File: src/rtl/sdiv_pkg.sv
// Shared types and constants for the signed/unsigned divide front-end.
// Holds the controller state encoding, default width and watchdog limit formula.
package sdiv_pkg;

    typedef enum logic [1:0] {
        IDLE,
        ISSUE,
        WAIT,
        DONE
    } state_t;

    localparam int SDIV_N = 16;

    function automatic int sdiv_timeout(input int n);
        return 4 * n + 8;
    endfunction

    // Most negative two's-complement value for an n-bit operand.
    function automatic logic [63:0] sdiv_smin(input int n);
        return 64'd1 << (n - 1);
    endfunction

endpackage

File: src/rtl/sdiv_sign_fix.sv
// Restores the sign of the unsigned divider results for signed operations.
// Quotient follows sign(a)^sign(b); remainder follows the dividend's sign.
module sdiv_sign_fix
    import sdiv_pkg::*;
#(
    parameter int N = SDIV_N
) (
    input  logic         a_neg,
    input  logic         b_neg,
    input  logic         op_signed,
    input  logic [N-1:0] div_q,
    input  logic [N-1:0] div_r,
    output logic [N-1:0] quo,
    output logic [N-1:0] rem
);

    logic q_flip;
    logic r_flip;

    assign q_flip = op_signed & (a_neg ^ b_neg);
    assign r_flip = op_signed & a_neg;

    assign quo = q_flip ? -div_q : div_q;
    assign rem = r_flip ? -div_r : div_r;

endmodule

File: src/rtl/sdiv_ctrl.sv
// Divide front-end: handshakes one operation at a time, resolves x/0 and MIN/-1 locally,
// drives operand magnitudes to the iterative divider and sign-corrects its answer.
module sdiv_ctrl
    import sdiv_pkg::*;
#(
    parameter int N       = SDIV_N,
    parameter int TIMEOUT = sdiv_timeout(N)
) (
    input  logic         clk,
    input  logic         rst,
    input  logic         in_valid,
    output logic         in_ready,
    input  logic         op_signed,
    input  logic         op_rem,
    input  logic [N-1:0] a,
    input  logic [N-1:0] b,
    output logic         out_valid,
    input  logic         out_ready,
    output logic [N-1:0] result,
    output logic         div_by_zero,
    output logic         overflow,
    output logic         timeout,
    output logic         div_req,
    output logic [N-1:0] div_dividend,
    output logic [N-1:0] div_divisor,
    input  logic [N-1:0] div_q,
    input  logic [N-1:0] div_r,
    input  logic         div_ready,
    input  logic         div_exception
);

    localparam logic [N-1:0] SMIN = N'(sdiv_smin(N));

    state_t       state;
    state_t       state_nx;
    logic         a_neg_q;
    logic         b_neg_q;
    logic         signed_q;
    logic         rem_q;
    logic [15:0]  wdog;
    logic [15:0]  wdog_inc;
    logic         wdog_expired;
    logic         is_zero;
    logic         is_ovf;
    logic [N-1:0] fix_q;
    logic [N-1:0] fix_r;

    assign is_zero      = (b == '0);
    assign is_ovf       = op_signed && (a == SMIN) && (b == '1);
    assign wdog_inc     = wdog + 16'd1;
    assign wdog_expired = (wdog_inc == 16'(TIMEOUT));

    // Handshake/request outputs decode straight from the state register.
    assign in_ready  = (state == IDLE);
    assign out_valid = (state == DONE);
    assign div_req   = (state == ISSUE);

    sdiv_sign_fix #(.N(N)) u_sign_fix (
        .a_neg     (a_neg_q),
        .b_neg     (b_neg_q),
        .op_signed (signed_q),
        .div_q     (div_q),
        .div_r     (div_r),
        .quo       (fix_q),
        .rem       (fix_r)
    );

    always_ff @(posedge clk or posedge rst) begin
        if (rst) state <= IDLE;
        else     state <= state_nx;
    end

    always_comb begin
        state_nx = state;
        unique case (state)
            IDLE:    if (in_valid) state_nx = (is_zero || is_ovf) ? DONE : ISSUE;
            ISSUE:   state_nx = WAIT;
            WAIT:    if (div_ready || wdog_expired) state_nx = DONE;
            DONE:    if (out_ready) state_nx = IDLE;
            default: state_nx = IDLE;
        endcase
    end

    // Divider responses take priority over the watchdog when both land in the same cycle.
    always_ff @(posedge clk or posedge rst) begin
        if (rst) begin
            a_neg_q      <= 1'b0;
            b_neg_q      <= 1'b0;
            signed_q     <= 1'b0;
            rem_q        <= 1'b0;
            result       <= '0;
            div_by_zero  <= 1'b0;
            overflow     <= 1'b0;
            timeout      <= 1'b0;
            div_dividend <= '0;
            div_divisor  <= '0;
            wdog         <= '0;
        end else begin
            unique case (state)
                IDLE: begin
                    if (in_valid) begin
                        a_neg_q  <= a[N-1];
                        b_neg_q  <= b[N-1];
                        signed_q <= op_signed;
                        rem_q    <= op_rem;
                        if (is_zero) begin
                            result      <= op_rem ? a : '1;
                            div_by_zero <= 1'b1;
                        end else if (is_ovf) begin
                            result   <= op_rem ? '0 : SMIN;
                            overflow <= 1'b1;
                        end else begin
                            div_dividend <= (op_signed && a[N-1]) ? -a : a;
                            div_divisor  <= (op_signed && b[N-1]) ? -b : b;
                        end
                    end
                end
                ISSUE: begin
                    wdog <= '0;
                end
                WAIT: begin
                    wdog <= wdog_inc;
                    if (div_ready) begin
                        if (div_exception) begin
                            result      <= '0;
                            div_by_zero <= 1'b1;
                        end else begin
                            result <= rem_q ? fix_r : fix_q;
                        end
                    end else if (wdog_expired) begin
                        result  <= '0;
                        timeout <= 1'b1;
                    end
                end
                DONE: begin
                    if (out_ready) begin
                        div_by_zero <= 1'b0;
                        overflow    <= 1'b0;
                        timeout     <= 1'b0;
                    end
                end
                default: ;
            endcase
        end
    end

endmodule

File: config.mk
export PLATFORM = sky130hd
export DESIGN_NAME = sdiv_ctrl
export DESIGN_NICKNAME = d
export VERILOG_FILES = /design/src/rtl/sdiv_pkg.sv /design/src/rtl/sdiv_sign_fix.sv /design/src/rtl/sdiv_ctrl.sv
export SDC_FILE = /design/constraint.sdc
export NUM_CORES = 1
export LEC_CHECK = 0
export ABC_CLOCK_PERIOD_IN_PS = 2750
export CORE_UTILIZATION = 40
export DETAILED_ROUTE_END_ITERATION = 12
export GPL_ROUTABILITY_DRIVEN = 0
export PLACE_DENSITY = 0.7
export SLEW_MARGIN = 20
export SYNTH_ARGS = -nofsm -noshare
export SYNTH_HDL_FRONTEND = slang
export SYNTH_SLANG_ARGS = --single-unit
File: constraint.sdc
create_clock -name clk -period 2.75 [get_ports clk]
set_clock_uncertainty 0.2 [all_clocks]
set_input_delay 0.4125 -clock clk [delete_from_list [all_inputs] [get_ports clk]]
set_output_delay 0.4125 -clock clk [all_outputs]
set_load 0.03 [all_outputs]
==> results of run 1 <==
==> through the flow <==
step	utilization	hold slack [ns]	setup TNS [ns]	cells	cell area [sq um]
after global routing	0.642	0.316	-0.293	1000	7810
after CTS	0.628	0.283	0	993	7640
after global placement	0.591	0.265	-13.21	961	7190
after floorplan	-	0.298	0	593	5050
after detailed placement	0.591	0.270	-17.48	961	7190
final	0.642	0.259	0	1000	7810
==> path summary, 6_finish.rpt <==
check                           startpoint              end  slack [ns]  cells past startpoint
max                                wdog[1]        result[0]        0.05                     10
min                                    rst   div_divisor[0]        0.26                      3
max reg2reg                        wdog[1]        result[0]        0.05                     10
min reg2reg                div_dividend[6]  div_dividend[6]        0.27                      2
max in group asynchronous              rst          wdog[3]        1.77                      3
min in group clk           div_dividend[6]  div_dividend[6]        0.27                      2
==> metal layers <==
layer  up-vias  routed length, microns
met5         -                       0
met4         0                     350
met3        34                     796
met2       187                    7890
met1      2494                    7000
li1       2601                       -
==> worst max-delay path: cells and delay by family, from the launching register on <==
family	cells	cell delay [ns]
and+or+nand+nor	4	0.68
AOI/OAI and AO/OA	2	0.44
DFF	1	0.40
buffers and inverters	2	0.33
muxes	1	0.30
adders and majority gates	1	0.24
==> sequential cells by signal, summed over array words and instances, names as in the netlist <==
signal / count
div_by_zero: 1
signed_q: 1
state: 2
timeout: 1
overflow: 1
rem_q: 1
b_neg_q: 1
result: 16
div_dividend: 16
a_neg_q: 1
div_divisor: 16
wdog: 16
==> power by group <==
part	switching (mW)	leakage, nW	internal [mW]	total, mW
logic	2.08	2.34	1.61	3.69
registers	0.280	0.948	1.44	1.72
clock network	0.471	0.134	0.655	1.13
total	2.83	3.42	3.70	6.54
==> placed cells by master, fill, tap and decap left out, drive strengths merged, types with 22 or more instances in the layout <==
| cell type | instances |
|---|---|
| clkdlybuf4s50 | 121 |
| dfrtp | 73 |
| nand2 | 101 |
| xnor2 | 26 |
| nor2 | 26 |
| xor2 | 30 |
| o21ai | 91 |
| buf | 123 |
| a21oi | 22 |
| inv | 27 |
==> logic make-up after synthesis <==
| logic type | after synthesis |
|---|---|
| muxes | 25 |
| DFF | 73 |
| buffers and inverters | 53 |
| AOI/OAI and AO/OA | 168 |
| xor gates and xnor gates | 56 |
| adders and majority gates | 11 |
| and+or+nand+nor | 207 |
==> area by class of cell <==
cell class              instances  area (sq um)
well taps                     168           210
repair buffers                248          2250
multi-input cells             468          3130
fillers                       997          4360
clock buffers                  11           253
clock inverters                 4          28.8
inverters                      28           105
flip-flops and latches         73          1830
==> Yosys cell counts (all sizes together) <==
cell / number / area share
mux2: 19 / 0.050
or4: 7 / 0.010
o211ai: 5 / 0.010
a211o: 1 / 0.0017
xor2: 30 / 0.052
a2111oi: 1 / 0.0017
a41oi: 1 / 0.0017
a31oi: 6 / 0.0075
nor4b: 3 / 0.0065
mux2i: 6 / 0.012
or2: 1 / 0.0012
o22ai: 2 / 0.0025
inv: 27 / 0.020
a32oi: 2 / 0.0035
nor4: 12 / 0.023
xnor2: 26 / 0.045
or2b: 1 / 0.0015
or3: 4 / 0.0050
and3: 4 / 0.0050
and2: 7 / 0.0092
or3b: 2 / 0.0035
ha: 11 / 0.027
a22o: 3 / 0.0052
dfrtp: 73 / 0.36
nand3: 14 / 0.015
o31ai: 20 / 0.030
nand2b: 1 / 0.0012
and4: 2 / 0.0035
clkbuf: 16 / 0.012
o21ai: 91 / 0.093
buf: 9 / 0.0099
a21boi: 1 / 0.0015
nand4: 10 / 0.014
nor2: 26 / 0.019
a221o: 1 / 0.0020
a21oi: 22 / 0.022
a22oi: 5 / 0.0075
clkinv: 1 / 0.00074
or4b: 1 / 0.0020
a21bo: 1 / 0.0020
nor3: 11 / 0.011
o41ai: 6 / 0.010
nand2: 101 / 0.075
==> what timing repair did <==
action                                  4_1_cts  5_1_grt
pin swaps                                     5       15
endpoints found under the setup margin       16       19
buffers inserted                             16        7
gates cloned                                  1        0
resized for setup                             9       23
==> impl_metrics.yaml, run 1 <==
setup_path:
  worst_path_largest_cell_delay_ns: 0.40
  critical_path.max_fanout: 8
  timing.critical_path.to_type: "flip-flop"
  critical_path_class: "flip-flop to flip-flop"
  crit_path_cell_trace: "ha_2 -> and2_4 -> nand3_1 -> a2111oi_4 -> nor2_2 -> nor4_4 -> buf_6 -> o211ai_4 -> buf_12 -> mux2_4"
  startpoint_type: "flip-flop"
  critical_path_rt_ns: 2.77
  crit_path_top_delay_cell: "sky130_fd_sc_hd__dfrtp_1"
  worst-endpoint-arrival_ns: 2.72
status:
  outcome: "complete, no violations"
cts:
  clkLatencyLatePin_ns: 0.34
  cts_tree: "done"
  cts_num_sinks: 73
  root_driver: "sky130_fd_sc_hd__clkbuf_16"
  cts_max_level: 3
  cts.hold.buffers_added: 0
  num_cts_buffers: 9
  clk_transition_reported_paths_ns: 0.06
  cts.path.max_buffers: 2
logic_synthesis:
  ys.warnings.count: 0
  post_synth_fa_ha_maj_area_fraction: 0.0273
  netlist_area_sq_um: 5040
  combinational_family_with_the_most_area_after_synthesis: "simple AND/OR/NAND/NOR gates"
  ys_ff_latch: 73
  syn-num-nets: 676
  synth_xor_area_frac: 0.0974
  synth-simple-area-share: 0.206
  synthCells: 593
  post_synth_mux_area_share: 0.0618
  synth_seq_area_share: 0.363
  synth_area_in_compound_gates: 0.202
  synth.avg_cell_area_sq_um: 8.49
  number_of_library_cell_types_mapped_by_synthesis: 55
power:
  p_per_area_nw_per_um2: 837
  leakagePower_nw: 3.42
  peakVddDrop_uv: 437
  total_power_mw: 6.54
floorplanning:
  chipHeight_microns: 114
  number_of_ports_placed_on_the_die_boundary: 126
  rows: 40
  effective_utilization_at_floorplan: 0.414
  die_width_microns: 114
  placeableCoreArea_sq_um: 12200
  fp.dieArea_sq_um: 13000
global_routing:
  gr-usage-met3: 0.0360
  track_usage: 0.256
  grtUsageMet2: 0.439
  grt_antenna_before_repair: 0
  grt_pass1_vias: 5395
  grt_pass1_wl_microns: 26400
  global_route.usage.met1: 0.327
  globalRoute.totalOverflow: 0
  grt_max_degree: 74
  grt_most_used_layer: "met2"
timing:
  tightest_slew_ns: 0.532
  post-route-period-util: 0.982
  highest_achievable_clock_rate_ghz: 0.370
  fin_crit_ns: 2.70
  timing.final.hold_violations: 0
  slew_headroom: 0.645
  maxSlewViolCount: 0
  postLayoutSetupSlackWorst_ns: 0.0494
  finalSetupViolCount: 0
routing:
  number_of_design_rule_violations_left_by_the_first_detailed_router_iteration: 420
  residual_drc_count: 0
  route.detailed.wl_per_inst_microns: 16.0
  vias: 5316
  post_drt_via_cell_ratio: 5.32
  antenna_violating_nets_post_route: 0
  route.final.wire_length_microns: 16000
  detail_route.first_pass.iterations: 5
worst_hold_path:
  min-delay-path-class: "primary input to asynchronous set/reset pin"
cells_and_area:
  final_nets: 911
  final_layout_size_suffix_gt1_frac: 0.233
  n_antenna_cell: 0
  area.growth.synth_to_final_pct: 55.0
placement:
  pre_cts_ws_ns: -0.534
  dp_hpwl_microns: 11900
  io_buffer_count: 125
flow_run:
  drv.max_cap_violation_count: 0
(Power assumes the default switching activity.)
==> inputs of run 2 (changes only) <==
--- a/config.mk
+++ b/config.mk
@@ -6,10 +6,10 @@
 export NUM_CORES = 1
 export LEC_CHECK = 0
 export ABC_CLOCK_PERIOD_IN_PS = 2750
-export CORE_UTILIZATION = 40
+export CORE_UTILIZATION = 45
 export DETAILED_ROUTE_END_ITERATION = 12
 export GPL_ROUTABILITY_DRIVEN = 0
-export PLACE_DENSITY = 0.7
+export PLACE_DENSITY_LB_ADDON = 0.15
 export SLEW_MARGIN = 20
 export SYNTH_ARGS = -nofsm -noshare
 export SYNTH_HDL_FRONTEND = slang
==> impl_metrics.yaml, run 2 (synthesized netlist as in run 1, its figures left out) <==
cells_and_area:
  area.growth.synth_to_final_pct: 50.4
  final_layout_size_suffix_gt1_frac: 0.216
  commonest_cells_after_routing_fill_and_taps_aside: "sky130_fd_sc_hd__clkdlybuf4s50_1 (121), sky130_fd_sc_hd__nand2_1 (100), sky130_fd_sc_hd__buf_4 (95)"
  final_nets: 888
  n_antenna_cell: 0
  seq_area_sq_um: 1830
  fillers: 906
  final_area_sq_um: 7580
  multiInputGateArea_sq_um: 3130
  layout.cells.most_common: "sky130_fd_sc_hd__clkdlybuf4s50_1"
floorplanning:
  fp.dieArea_sq_um: 11600
  effective_utilization_at_floorplan: 0.463
  placeableCoreArea_sq_um: 10900
  number_of_ports_placed_on_the_die_boundary: 126
  chipHeight_microns: 108
  die_width_microns: 108
  rows: 38
status:
  outcome: "complete, no violations"
setup_path:
  ff2ff_path_depth: 8
  critical_path.max_fanout: 8
  worst_path_largest_cell_delay_ns: 0.48
  crit_path_cell_trace: "ha_4 -> or4_4 -> o21ai_2 -> nand4_1 -> nor4_4 -> o211ai_4 -> clkbuf_16 -> mux2_4"
  startpoint_type: "flip-flop"
  crit_path_top_delay_cell: "sky130_fd_sc_hd__or4_4"
  critical_path_rt_ns: 2.80
  worst_reg2reg_path_startpoint: "wdog[0]"
  worst-endpoint-arrival_ns: 2.78
  critical_path_class: "flip-flop to flip-flop"
  timing.critical_path.to_type: "flip-flop"
  reg2reg_slack_ns: 0.03
  regToRegEndpoint: "result[11]"
timing:
  highest_achievable_clock_rate_ghz: 0.367
  fin_crit_ns: 2.72
  maxSlewViolCount: 0
  slew_headroom: 0.673
  tightest_slew_ns: 0.491
  timing.final.hold_violations: 0
  timing.setup.tns_ns: 0
  finalSetupViolCount: 0
  postLayoutSetupSlackWorst_ns: 0.0283
  post-route-period-util: 0.990
  holdWs_ns: 0.172
  rsz0062_at_grt: "true"
placement:
  dp_hpwl_microns: 11200
  dpl_cell_area_sq_um: 7110
  pre_cts_ws_ns: -0.497
  io_buffer_count: 125
cts:
  cts_max_level: 3
  cts_tree: "done"
  num_cts_buffers: 9
  clk_transition_reported_paths_ns: 0.08
  cts_num_sinks: 73
  root_driver: "sky130_fd_sc_hd__clkbuf_8"
  clkLatencyLatePin_ns: 0.37
  cts.path.max_buffers: 2
global_routing:
  grt_antenna_before_repair: 0
  globalRoute.totalOverflow: 0
  grt_max_degree: 74
  grt_pass1_vias: 5056
  track_usage: 0.260
  grt_pass1_wl_microns: 23600
power:
  total_power_mw: 6.35
  leakagePower_nw: 3.31
  p_per_area_nw_per_um2: 838
  peakVddDrop_uv: 494
worst_hold_path:
  hold_path_depth: 3
  worstHoldStart: "a[0]"
  min-delay-path-class: "primary input to flip-flop"
  worst_hold_end: "div_dividend[0]"
routing:
  antenna_violating_nets_post_route: 0
  residual_drc_count: 0
  route.detailed.wl_per_inst_microns: 15.7
  vias: 5195
  detail_route.first_pass.iterations: 7
  number_of_design_rule_violations_left_by_the_first_detailed_router_iteration: 258
  route.final.wire_length_microns: 14900
  post_drt_via_cell_ratio: 5.47
flow_run:
  drv.max_cap_violation_count: 0
run 2: cell types whose count changed in the layout (fill, tap and decap cells not counted), sizes merged:
cell / change
dlymetal6s2s: +1
buf: -23
dlygate4sd2: -1
bufinv: +3
clkbuf: -1
o211ai: -1
run 2: repair_timing:
item | in CTS | in global routing
buffers inserted | 2 | 4
pin swaps | 2 | 13
endpoints found under the setup margin | 16 | 18
gates cloned | 0 | 1
endpoints found under the hold margin | 0 | 0
resized for setup | 4 | 33
hold buffers | 0 | 0
run 2: worst max-delay path by stage:
stage,cells past startpoint,endpoint,start
floorplan,10,result[0],a[0]
global placement,10,result[9],a[0]
detailed placement,10,result[8],a[0]
CTS,9,result[12],wdog[0]
global route,8,result[13],wdog[1]
finish,8,result[11],wdog[0]
run 2: area by class of cell:
cell class                 count  share of cell area
sequential                    73               0.242
timing repair buffer         226               0.276
multi-input combinational    467               0.413
tap                          140              0.0231
inverter                      28              0.0139
clock buffer                   9              0.0164
clock inverter                 7              0.0157
run 2: stage by stage:
stage | util | cells
after floorplan | - | 593
after global placement | 0.653 | 927
after detailed placement | 0.653 | 927
after CTS | 0.679 | 945
after global routing | 0.696 | 950
final | 0.696 | 950
run 2: power by group:
part | total, mW | switching [mW] | internal, mW
registers | 1.71 | 0.272 | 1.44
logic | 3.61 | 2.03 | 1.58
clock network | 1.03 | 0.429 | 0.602
total | 6.35 | 2.73 | 3.62
run 2: routing by layer:
layer,track usage,vias to the layer above,part of all wire
met1,0.332,2459,0.43
li1,-,2543,-
met4,0.0978,0,0.017
met5,0,-,0
met3,0.0539,24,0.060
met2,0.431,169,0.49
run 2: critical path: cells and delay by family, from the launching register on:
kind	cells	cell delay, ns
fa+ha+maj	1	0.19
buf+inv	1	0.19
flops	1	0.45
compound gates	2	0.23
simple gates	3	1.05
mux	1	0.29
==> inputs of run 3 (changes only) <==
--- a/config.mk
+++ b/config.mk
@@ -9,7 +9,7 @@
 export CORE_UTILIZATION = 45
 export DETAILED_ROUTE_END_ITERATION = 12
 export GPL_ROUTABILITY_DRIVEN = 0
-export PLACE_DENSITY_LB_ADDON = 0.15
+export PLACE_DENSITY = 0.77
 export SLEW_MARGIN = 20
 export SYNTH_ARGS = -nofsm -noshare
 export SYNTH_HDL_FRONTEND = slang
==> impl_metrics.yaml, run 3 (synthesized netlist as in run 1, its figures left out) <==
status:
  outcome: "complete, no violations"
cts:
  cts_tree: "done"
  clkLatencyLatePin_ns: 0.35
  cts.path.max_buffers: 2
  cts_max_level: 3
  root_driver: "sky130_fd_sc_hd__clkbuf_8"
  clk_transition_reported_paths_ns: 0.08
  num_cts_buffers: 9
  cts_num_sinks: 73
cells_and_area:
  fillers: 815
  finish.utilization: 0.700
  layout.cells.most_common: "sky130_fd_sc_hd__clkdlybuf4s50_1"
  area.growth.synth_to_final_pct: 51.4
  n_antenna_cell: 0
  seq_area_sq_um: 1830
  final_layout_size_suffix_gt1_frac: 0.216
  multiInputGateArea_sq_um: 3150
  commonest_cells_after_routing_fill_and_taps_aside: "sky130_fd_sc_hd__clkdlybuf4s50_1 (123), sky130_fd_sc_hd__buf_4 (102), sky130_fd_sc_hd__nand2_1 (100)"
  final_nets: 895
placement:
  pre_cts_ws_ns: -0.497
  io_buffer_count: 125
  dp_hpwl_microns: 11700
setup_path:
  critical_path_buf_inv_count: 3
  critical_path.max_fanout: 8
  crit_path_cell_trace: "clkdlybuf4s50_1 -> inv_1 -> ha_2 -> or4b_4 -> nor3_4 -> nand3_2 -> and2_4 -> o21ai_4 -> o211ai_4 -> buf_12 -> mux2_4"
  timing.critical_path.to_type: "flip-flop"
  startpoint_type: "primary input"
  worst-endpoint-arrival_ns: 2.76
  critical_path_class: "primary input to flip-flop"
  worst_path_largest_cell_delay_ns: 0.49
  critical_path_rt_ns: 2.78
  timing.critical_path.max_delay_family: "simple AND/OR/NAND/NOR gates"
  crit_path_top_delay_cell: "sky130_fd_sc_hd__or4b_4"
timing:
  timing.final.hold_violations: 0
  holdWs_ns: 0.198
  tightest_slew_ns: 0.482
  maxSlewViolCount: 0
  fin_crit_ns: 2.73
  timing.setup.tns_ns: 0
  slew_headroom: 0.679
  postLayoutSetupSlackWorst_ns: 0.0244
  highest_achievable_clock_rate_ghz: 0.367
  post-route-period-util: 0.991
  finalSetupViolCount: 0
  rsz0062_at_grt: "true"
floorplanning:
  die_width_microns: 108
  effective_utilization_at_floorplan: 0.463
  fp.dieArea_sq_um: 11600
  placeableCoreArea_sq_um: 10900
  rows: 38
  chipHeight_microns: 108
  number_of_ports_placed_on_the_die_boundary: 126
routing:
  number_of_design_rule_violations_left_by_the_first_detailed_router_iteration: 285
  detail_route.first_pass.iterations: 5
  post_drt_via_cell_ratio: 5.63
  residual_drc_count: 0
  vias: 5379
  route.final.wire_length_microns: 15600
  route.detailed.wl_per_inst_microns: 16.3
  antenna_violating_nets_post_route: 0
worst_hold_path:
  min-delay-path-class: "primary input to flip-flop"
global_routing:
  track_usage: 0.277
  grt_antenna_before_repair: 0
  grt_pass1_wl_microns: 25200
  grt_max_degree: 74
  globalRoute.totalOverflow: 0
  grt_pass1_vias: 5200
power:
  power.share.combinational: 0.568
  p_per_area_nw_per_um2: 855
  total_switching_power_mw: 2.81
  switching_share: 0.431
  total_power_mw: 6.52
  seqPwrFrac: 0.263
  p_int_mw: 3.71
  peakVddDrop_uv: 547
  leakagePower_nw: 3.34
  power_frac_clock: 0.169
flow_run:
  drv.max_cap_violation_count: 0
[run 3: power by group through the flow]
stage	logic, mW	clock network [mW]	registers [mW]
after floorplan	1.60	0	2.24
after CTS	3.53	1.11	1.70
after global routing	3.97	1.17	1.76
after detailed placement	3.47	0	1.72
after global placement	3.35	0	1.71
final	3.70	1.10	1.71
[run 3: layer usage]
metal / up-vias / part of all wire / track usage
met1: 2559 / 0.42 / 0.357
met5: - / 0 / 0
li1: 2566 / - / -
met3: 41 / 0.059 / 0.0490
met4: 0 / 0.023 / 0.0910
met2: 213 / 0.50 / 0.466
[run 3: area by class of cell]
| cell class | count | share of cell area |
|---|---|---|
| Clock buffer | 10 | 0.0167 |
| Clock inverter | 5 | 0.0169 |
| Inverter | 28 | 0.0138 |
| Multi-Input combinational cell | 468 | 0.413 |
| Sequential cell | 73 | 0.240 |
| Tap cell | 140 | 0.0230 |
| Timing Repair Buffer | 232 | 0.277 |
[run 3: worst min-delay path, stage by stage]
cell and delay [ns]:
sky130_fd_sc_hd__dlymetal6s2s_1 0.14, sky130_fd_sc_hd__inv_2 0.06, sky130_fd_sc_hd__o21ai_0 0.08
[run 3: metrics by stage]
step                      cells  cell area, sq um
after global routing        956              7630
after CTS                   953              7480
after detailed placement    935              7160
after floorplan             593              5050
final                       956              7630
after global placement      935              7160
[run 3: final timing paths]
check / startpoint / endpoint / slack [ns] / depth (start not counted)
max in group asynchronous: rst / div_dividend[14] / 1.77 / 3
hold reg to reg: div_dividend[7] / div_dividend[7] / 0.28 / 2
setup reg to reg: wdog[1] / result[15] / 0.05 / 9
min in group asynchronous: rst / div_divisor[1] / 0.24 / 3
hold / removal: a[0] / div_dividend[0] / 0.20 / 3
setup / recovery: a[1] / result[15] / 0.02 / 11
[run 3: repair_timing]
item,4_1_cts,5_1_grt
pin swaps,6,15
resized for setup,8,23
hold buffers,0,0
setup buffers,2,4
endpoints found under the setup margin,16,20
cloned,1,0
